==> src/rtl/lv_hv_shadow_rd_req.sv <==
// LV-side OWT read-request sequencer.
// Polls the HV shadowed registers in a fixed round-robin list, one read in
// flight at a time, with per-address retries, a response timeout, a saturating
// error counter and a round-completion pulse. Response data itself is consumed
// by the shadow bank; this block only judges pass/fail of each response.
module lv_hv_shadow_rd_req #(
  parameter int OWT_CMD_BIT_NUM  = 8,
  parameter int OWT_ADCD_BIT_NUM = 20,
  parameter int POLL_GAP_CYC     = 64,
  parameter int RSP_TIMEOUT_CYC  = 255,
  parameter int MAX_RETRY        = 2,
  parameter int ERR_CNT_W        = 8
) (
  input  logic                        i_clk,
  input  logic                        i_rst_n,
  input  logic                        i_poll_en,
  output logic                        o_owt_tx_req,
  output logic [OWT_CMD_BIT_NUM-1:0]  o_owt_tx_cmd,
  output logic [OWT_ADCD_BIT_NUM-1:0] o_owt_tx_data,
  input  logic                        i_owt_tx_ack,
  input  logic                        i_owt_rx_ack,
  input  logic [OWT_CMD_BIT_NUM-1:0]  i_owt_rx_cmd,
  input  logic                        i_owt_rx_status,
  output logic                        o_poll_busy,
  output logic                        o_rsp_err,
  output logic [ERR_CNT_W-1:0]        o_err_cnt,
  output logic                        o_round_done
);

  localparam int ADDR_W = OWT_CMD_BIT_NUM - 1;
  localparam int GAP_W  = $clog2(POLL_GAP_CYC + 1);
  localparam int TMO_W  = $clog2(RSP_TIMEOUT_CYC + 1);
  localparam int RTY_W  = (MAX_RETRY > 0) ? $clog2(MAX_RETRY + 1) : 1;

  localparam logic [GAP_W-1:0] GAP_LAST = GAP_W'(POLL_GAP_CYC - 1);
  localparam logic [TMO_W-1:0] TMO_LAST = TMO_W'(RSP_TIMEOUT_CYC - 1);
  localparam logic [RTY_W-1:0] RTY_MAX  = RTY_W'(MAX_RETRY);
  localparam logic [2:0]       IDX_LAST = 3'd6;

  typedef enum logic [1:0] {IDLE, GAP, REQ, WAIT_RSP} state_e;

  state_e                       state_q, state_d;
  logic [GAP_W-1:0]             gap_cnt_q, gap_cnt_d;
  logic [TMO_W-1:0]             tmo_cnt_q, tmo_cnt_d;
  logic [2:0]                   idx_q, idx_d;
  logic [RTY_W-1:0]             rty_q, rty_d;
  logic                         tx_req_q, tx_req_d;
  logic [OWT_CMD_BIT_NUM-1:0]   tx_cmd_q, tx_cmd_d;
  logic                         rsp_err_q, rsp_err_d;
  logic [ERR_CNT_W-1:0]         err_cnt_q, err_cnt_d;
  logic                         round_done_q, round_done_d;
  logic                         busy_q, busy_d;
  logic                         txn_end, txn_ok;
  logic [ADDR_W-1:0]            cur_addr;

  // Fixed poll list; index 6 is the last entry of a round.
  function automatic logic [ADDR_W-1:0] list_addr(input logic [2:0] idx);
    case (idx)
      3'd0:    list_addr = ADDR_W'(7'h08);
      3'd1:    list_addr = ADDR_W'(7'h0A);
      3'd2:    list_addr = ADDR_W'(7'h0C);
      3'd3:    list_addr = ADDR_W'(7'h0D);
      3'd4:    list_addr = ADDR_W'(7'h14);
      3'd5:    list_addr = ADDR_W'(7'h15);
      3'd6:    list_addr = ADDR_W'(7'h1F);
      default: list_addr = ADDR_W'(7'h08);
    endcase
  endfunction

  assign cur_addr = list_addr(idx_q);

  // Next-state, counters and registered-output values for the poll sequencer.
  always_comb begin
    state_d      = state_q;
    gap_cnt_d    = gap_cnt_q;
    tmo_cnt_d    = tmo_cnt_q;
    idx_d        = idx_q;
    rty_d        = rty_q;
    tx_req_d     = tx_req_q;
    tx_cmd_d     = tx_cmd_q;
    rsp_err_d    = 1'b0;
    err_cnt_d    = err_cnt_q;
    round_done_d = 1'b0;
    txn_end      = 1'b0;
    txn_ok       = 1'b0;

    case (state_q)
      IDLE: begin
        if (i_poll_en) begin
          state_d   = GAP;
          gap_cnt_d = '0;
        end
      end
      GAP: begin
        if (!i_poll_en) begin
          state_d = IDLE;
        end else if (gap_cnt_q == GAP_LAST) begin
          state_d  = REQ;
          tx_req_d = 1'b1;
          tx_cmd_d = {1'b0, cur_addr};
        end else begin
          gap_cnt_d = gap_cnt_q + 1'b1;
        end
      end
      // Poll enable is deliberately ignored once a request is out.
      REQ: begin
        if (i_owt_tx_ack) begin
          state_d   = WAIT_RSP;
          tx_req_d  = 1'b0;
          tmo_cnt_d = '0;
        end
      end
      WAIT_RSP: begin
        // A response landing on the timeout cycle wins over the timeout.
        if (i_owt_rx_ack) begin
          txn_end = 1'b1;
          txn_ok  = !i_owt_rx_status && (i_owt_rx_cmd == {1'b1, cur_addr});
        end else if (tmo_cnt_q == TMO_LAST) begin
          txn_end = 1'b1;
        end else begin
          tmo_cnt_d = tmo_cnt_q + 1'b1;
        end
      end
      default: state_d = IDLE;
    endcase

    if (txn_end) begin
      if (txn_ok || rty_q == RTY_MAX) begin
        rty_d        = '0;
        idx_d        = (idx_q == IDX_LAST) ? 3'd0 : idx_q + 3'd1;
        round_done_d = (idx_q == IDX_LAST);
        if (!txn_ok) begin
          rsp_err_d = 1'b1;
          if (err_cnt_q != {ERR_CNT_W{1'b1}}) err_cnt_d = err_cnt_q + 1'b1;
        end
      end else begin
        rty_d = rty_q + 1'b1;
      end
      state_d   = i_poll_en ? GAP : IDLE;
      gap_cnt_d = '0;
    end

    busy_d = (state_d != IDLE);
  end

  // State and output registers; reset drops any in-flight request immediately.
  always_ff @(posedge i_clk or negedge i_rst_n) begin
    if (!i_rst_n) begin
      state_q      <= IDLE;
      gap_cnt_q    <= '0;
      tmo_cnt_q    <= '0;
      idx_q        <= '0;
      rty_q        <= '0;
      tx_req_q     <= 1'b0;
      tx_cmd_q     <= '0;
      rsp_err_q    <= 1'b0;
      err_cnt_q    <= '0;
      round_done_q <= 1'b0;
      busy_q       <= 1'b0;
    end else begin
      state_q      <= state_d;
      gap_cnt_q    <= gap_cnt_d;
      tmo_cnt_q    <= tmo_cnt_d;
      idx_q        <= idx_d;
      rty_q        <= rty_d;
      tx_req_q     <= tx_req_d;
      tx_cmd_q     <= tx_cmd_d;
      rsp_err_q    <= rsp_err_d;
      err_cnt_q    <= err_cnt_d;
      round_done_q <= round_done_d;
      busy_q       <= busy_d;
    end
  end

  assign o_owt_tx_req  = tx_req_q;
  assign o_owt_tx_cmd  = tx_cmd_q;
  assign o_owt_tx_data = '0;
  assign o_poll_busy   = busy_q;
  assign o_rsp_err     = rsp_err_q;
  assign o_err_cnt     = err_cnt_q;
  assign o_round_done  = round_done_q;

endmodule

==> config.mk <==
export PLATFORM = sky130hd
export DESIGN_NAME = lv_hv_shadow_rd_req
export DESIGN_NICKNAME = d
export VERILOG_FILES = /design/src/rtl/lv_hv_shadow_rd_req.sv
export SDC_FILE = /design/constraint.sdc
export NUM_CORES = 1
export LEC_CHECK = 0
export CAP_MARGIN = 20
export CORE_MARGIN = 2
export CORE_UTILIZATION = 25
export CTS_CLUSTER_DIAMETER = 50
export DETAILED_ROUTE_END_ITERATION = 16
export DONT_BUFFER_PORTS = 1
export GPL_TIMING_DRIVEN = 0
export PLACE_DENSITY = 0.42
export REMOVE_ABC_BUFFERS = 1
export SLEW_MARGIN = 10
export SYNTH_ARGS = -nofsm -noshare
export SYNTH_HDL_FRONTEND = slang
export SYNTH_SLANG_ARGS = --single-unit
==> constraint.sdc <==
create_clock -name i_clk -period 3 [get_ports i_clk]
set_input_delay 0.9 -clock i_clk [delete_from_list [all_inputs] [get_ports i_clk]]
set_output_delay 0.9 -clock i_clk [all_outputs]
set_load 0.1 [all_outputs]
After elaboration in Yosys (flattened, before gate mapping) --
Cells that the tools add are included.
Word-level totals: bits of input ports 14, word-level logic and storage cells 86, register bits 41, output and inout bits 40
Operators by class: bitwise operators 1, add/subtract/negate cells 5, equal/unequal tests 22, mux-type cells 33, reductions and logical operators 14
Operators with widths (number):
- case mux 5 bit (6 select lines) | 1
- two-way mux 7 bit | 4
- two-way mux 8 bit | 3
- adder 8 x 1 -> 8 bit (second input constant) | 2
- case mux 8 bit (2 select lines) | 1
- AND reduction 4 bit | 4
- two-way mux 1 bit | 14
- case mux 7 bit (2 select lines) | 1
- two-way mux 2 bit | 6
- inequality test 2 bit (second input constant) | 5
- == test 3 bit (second input constant) | 3
- inequality test 3 bit (second input constant) | 3
- == test 8 bit | 1
- == test 8 bit (second input constant) | 1
- inequality test 8 bit (second input constant) | 1
- adder 7 x 1 -> 7 bit (second input constant) | 1
- == test 7 x 6 -> 1 bit (second input constant) | 1
- == test 2 bit (second input constant) | 3
- == test 3 x 2 -> 1 bit (second input constant) | 2
- case mux 2 bit (3 select lines) | 1
- nonzero test 2 bit | 3
- adder 3 x 1 -> 3 bit (second input constant) | 1
- == test 3 x 1 -> 1 bit (second input constant) | 1
- two-way mux 3 bit | 1
- 11 further kinds | 11

Logic depth before layout (Yosys ltp) --
word-level depth 9, mapped depth 10, mapped depth without buffers 8

Least setup slack after synthesis --
OpenSTA, ideal clock, no wires.
kind input to register, from input i_owt_rx_cmd[5], to register err_cnt_q[1] (netlist: o_err_cnt[1]), arrival 2337 ps, path slack 536 ps, setup time 127 ps, path buffers 1, data required time 2873 ps, cell stages on the path 6, cells stage by stage or4bb_1 nor4_2 nand4b_4 buf_6 and2_4 mux2_4
On the way: cells in the longest elaborated chain, start to end 6, elaborated cells on any way between the ends 7, classes of those cells eq/ne: 1; mux: 2; bitwise: 1; reduce/logical: 3
Ends and longest elaborated chain:
- from (decl) | RTL line 22 | input logic [OWT_CMD_BIT_NUM-1:0] i_owt_rx_cmd,
- == test 8 bit (*) | RTL line 117 | txn_ok = !i_owt_rx_status && (i_owt_rx_cmd == {1'b1, cur_addr});
- logical AND 1 bit (*) | RTL line 117
- two-way mux 1 bit (*) | RTL line 115 | if (i_owt_rx_ack) begin
- two-way mux 1 bit (*) | RTL line 87 | case (state_q)
- logical OR 1 bit / NOT 1 bit (equally long branches)
- AND reduction 4 bit (no line) (*)
- to (signal assigned) | RTL line 169 | err_cnt_q <= err_cnt_d;
- to (decl) | RTL line 50 | logic [ERR_CNT_W-1:0] err_cnt_q, err_cnt_d;
Every way passes the cells marked *; elsewhere a longest branch is shown, timed or not. A chain may end at the register's enable or synchronous reset.

Worst setup path after layout --
from register idx_q[1], to register idx_q[0]
On the way: cells in the longest elaborated chain, start to end 8, elaborated cells on any way between the ends 14, classes of those cells eq/ne: 7; mux: 4; reduce/logical: 3
Ends and longest elaborated chain:
- from (decl) | RTL line 45 | logic [2:0] idx_q, idx_d;
- from (signal assigned) | RTL line 164 | idx_q <= idx_d;
- == test 3 bit, or another cell as far along | RTL line 58, 130
- case mux 5 bit (6 select lines) | RTL line 58 | case (idx)
- == test 8 bit | RTL line 117
- logical AND 1 bit | RTL line 117
- two-way mux 1 bit | RTL line 115
- two-way mux 1 bit | RTL line 87
- logical OR 1 bit | RTL line 128 | if (txn_ok || rty_q == RTY_MAX) begin
- AND reduction 2 bit (no line)
Parallel ways exist; a longest one is shown, timed or not.

==> summary.log <==
qor: run_status.status complete, no violations
qor: clock_network.cts_repair_resize_count 0
qor: die.io_pins 54
qor: die.die_height 99.5 um
qor: pwr.internal-power 0.000832 W
qor: placed_design.pre_cts_slack 250 ps
qor: worst_setup_path.cpMaxStageDelayCell dfrtp_1
qor: timing.clock-skew-final 9.28 ps
qor: global_route.antenna_violations_before_repair 0
qor: synth.post-synth-top-area-cell dfrtp_1
qor: global_route.met3_usage_in_global_routing 3.79%
qor: final_layout.layout_common_cells dfrtp_1, nor2_1, conb_1
qor: pwr.power_frac_clock 38.5%
qor: global_route.first_global_vias 1,451
qor: run.max_cap_violations 0
qor: worst_setup_path.worstPathCellList and2_1, ha_1, or4_4, o211ai_2, a32oi_1, nand4b_4, a21o_1, mux2_4
qor: synth.ys_ff_latch 39
qor: global_route.met2_usage 14.7%
qor: route.drc 0
qor: pwr.reg_power_share 47.2%
qor: clock_network.clk-insertion-delay-late 290 ps
qor: synth.syn-mean-instance-area 9.65 um2
qor: timing.timing_max_transition_violations_final 0
qor: final_layout.final.fill_count 937
qor: pwr.power_density 506 nW/um2
qor: worst_setup_path.worst-path-max-fanout 13
qor: final_layout.leading_cell_type_in_the_layout_fill_and_taps_excluded dfrtp_1
qor: timing.timing.final.setup_violations 0
qor: route.drt-total-wl 4550 um
qor: die.area_of_the_core_region 8760 um2
qor: route.drtIter0Drc 63
qor: synth.synth_top_cells_by_area dfrtp_1, buf_4, xnor2_1
qor: global_route.grt_overflow 0
qor: clock_network.cts.hold.buffers_added 0
qor: timing.min_period 2710 ps
qor: route.drt_pre_antenna_iters 4
qor: route.residual_antenna_violating_net_count_after_detailed_routing 0
qor: final_layout.area_growth 5.05%
qor: route.via_count_normalized_by_instance_count 4.46
qor: synth.synth_enable_flop_cells 0
qor: clock_network.cts_made_buffers 5
qor: placed_design.globalplace.congestion 0.704
qor: worst_setup_path.worst_path_largest_cell_delay 540 ps
qor: synth.synth_top_cell_area_share 42.8%
qor: clock_network.clock_transition_at_the_registers_of_the_reported_paths 80 ps
qor: final_layout.final_layout_size_suffix_gt1_share 8.90%
qor: worst_setup_path.worst_setup_path_start_kind flip-flop
qor: die.initial_core_util 26.0%
qor: clock_network.cts_tree yes
qor: route.detail_route.wl_per_cell 13.2 um
qor: worst_setup_path.critPathRequiredTime 3180 ps
qor: synth.ys_types 49
qor: die.die_area 9890 um2
qor: global_route.grt_start_max_net_pins 40
qor: clock_network.numClockSinks 39
qor: final_layout.nets 255
qor: clock_network.root_buffer clkbuf_8
qor: timing.rsz0062_at_grt no
qor: pwr.net-switching-power 0.000380 W
qor: placed_design.dp_hpwl 3220 um
qor: worst_setup_path.category_of_the_critical_setup_timing_path reg -> reg
qor: die.die_width 99.5 um
qor: pwr.peakVddDrop 0.000160 V
qor: clock_network.cts_htree_levels 2
qor: synth.synth.yosys.warnings 0
qor: worst_setup_path.worstSetupEndpointType flip-flop
qor: worst_hold_path.hp-class in -> async
qor: timing.setup-tns-final 0 ps
qor: pwr.static-leakage-power 1.08 nW
qor: synth.area_of_the_mapped_netlist 2280 um2
qor: worst_setup_path.crit_arrival 2890 ps
qor: pwr.sw_frac_of_total 31.4%
qor: timing.worstMarginPinSlew 989 ps
qor: synth.synth_seq_area_share 42.8%
qor: pwr.combPwrFrac 14.3%
qor: global_route.grt.total_usage 9.61%
qor: timing.setup_slack 288 ps
qor: timing.finalCritPeriodShare 90.4%
qor: timing.report.final.hold_viol_count 0
qor: timing.maxSlewHeadroom 34.1%
qor: route.vias 1,535
qor: synth.yosys_most_used_dff dfrtp_1
qor: placed_design.place.port_buffers 0
qor: synth.synth_cells 236
qor: global_route.global_route_hottest_layer met2
qor: die.fp-row-count 34
qor: clock_network.post_cts.repair.setup_buffers 0
qor: clock_network.clk_path_buf_depth 2
qor: pwr.design_power_total 0.00121 W
qor: global_route.first_pass_grt_wire_length 7470 um
qor: global_route.grtUsageMet1 12.5%
qor: timing.fmax 369 MHz
qor: final_layout.diodes 0
qor: synth.post_synthesis_async_set_or_reset_flop_share 100%
==> path summary, 6_finish.rpt <==
path	startpoint	to	slack (ps)	cells after the start
worst min-delay path	i_rst_n	state_q[1]	290	0
worst max-delay path	idx_q[1]	idx_q[0]	290	8
worst min register to register	rty_q[0]	rty_q[0]	490	2
max in group asynchronous	i_rst_n	o_rsp_err	2620	0
min in group i_clk	rty_q[0]	rty_q[0]	490	2
worst max register to register	idx_q[1]	idx_q[0]	290	8
==> sequential cells by signal, summed over array words and instances, names as in the netlist <==
signal / count
o_err_cnt: 8
tmo_cnt_q: 8
gap_cnt_q: 7
o_owt_tx_cmd: 5
idx_q: 3
rty_q: 2
state_q: 2
o_owt_tx_req: 1
o_poll_busy: 1
o_round_done: 1
o_rsp_err: 1
==> power by group through the flow <==
stage | combinational (W) | clock (W) | sequential [W]
final | 0.000174 | 0.000467 | 0.000572
after global routing | 0.000184 | 0.000510 | 0.000574
after CTS | 0.000174 | 0.000482 | 0.000571
after detailed placement | 0.000174 | 0 | 0.000582
after global placement | 0.000173 | 0 | 0.000582
after floorplan | 0.000166 | 0 | 0.000577
==> worst max-delay path: cells and delay by family (launching register included) <==
family | cells | cell delay, ps
AO/OA/AOI/OAI | 3 | 480
adder cells (fa/ha/maj) | 1 | 240
flip-flops | 1 | 540
multiplexers | 1 | 310
AND/OR/NAND/NOR | 3 | 1040
==> cells by family after synthesis <==
family,share of synthesized area [%]
simple gates,22.0
compound gates,11.4
flops,42.8
buf+inv,11.0
xor+xnor,6.15
fa+ha+maj,3.29
mux,3.19
other cells,0.165
==> final cells by class <==
cell class	instances	area (um2)	share of cell area (%)
multi-input combinational	181	1130	47.4
clock buffer	6	82.6	3.45
clock inverter	2	35.0	1.46
inverter	8	30.0	1.25
sequential	39	976	40.8
tap	108	135	5.65
==> per-layer routing <==
metal | routed length [um] | up-vias
li1 | - | 765
met1 | 2160 | 718
met2 | 2020 | 46
met3 | 301 | 6
met4 | 70 | 0
met5 | 0 | -
==> stage by stage <==
stage | hold WS [ps] | util, % | instances | instance area [um2]
finish | 292 | 27.3 | 344 | 2390
global placement | 467 | 26.0 | 336 | 2280
floorplan | 449 | - | 228 | 2140
detailed placement | 475 | 26.0 | 336 | 2280
global route | 263 | 27.3 | 344 | 2390
CTS | 278 | 27.3 | 344 | 2390
==> cells in the mapped netlist (all sizes together) (2+ instances only) <==
library cell / count
o31ai: 3
or3: 3
nor3b: 2
nand3: 9
inv: 8
nor2: 25
and4: 2
xor2: 3
clkbuf: 2
nand3b: 2
nand2: 17
mux2: 4
o21a: 2
o21ai: 15
nor3: 5
dfrtp: 39
nand4: 2
a21o: 3
ha: 6
a41oi: 2
xnor2: 13
and3: 5
nand2b: 5
and2: 2
a21oi: 8
mux2i: 2
nor2b: 4
buf: 28
nand4b: 2
a31oi: 2
Power figures use the tool's default switching activity.
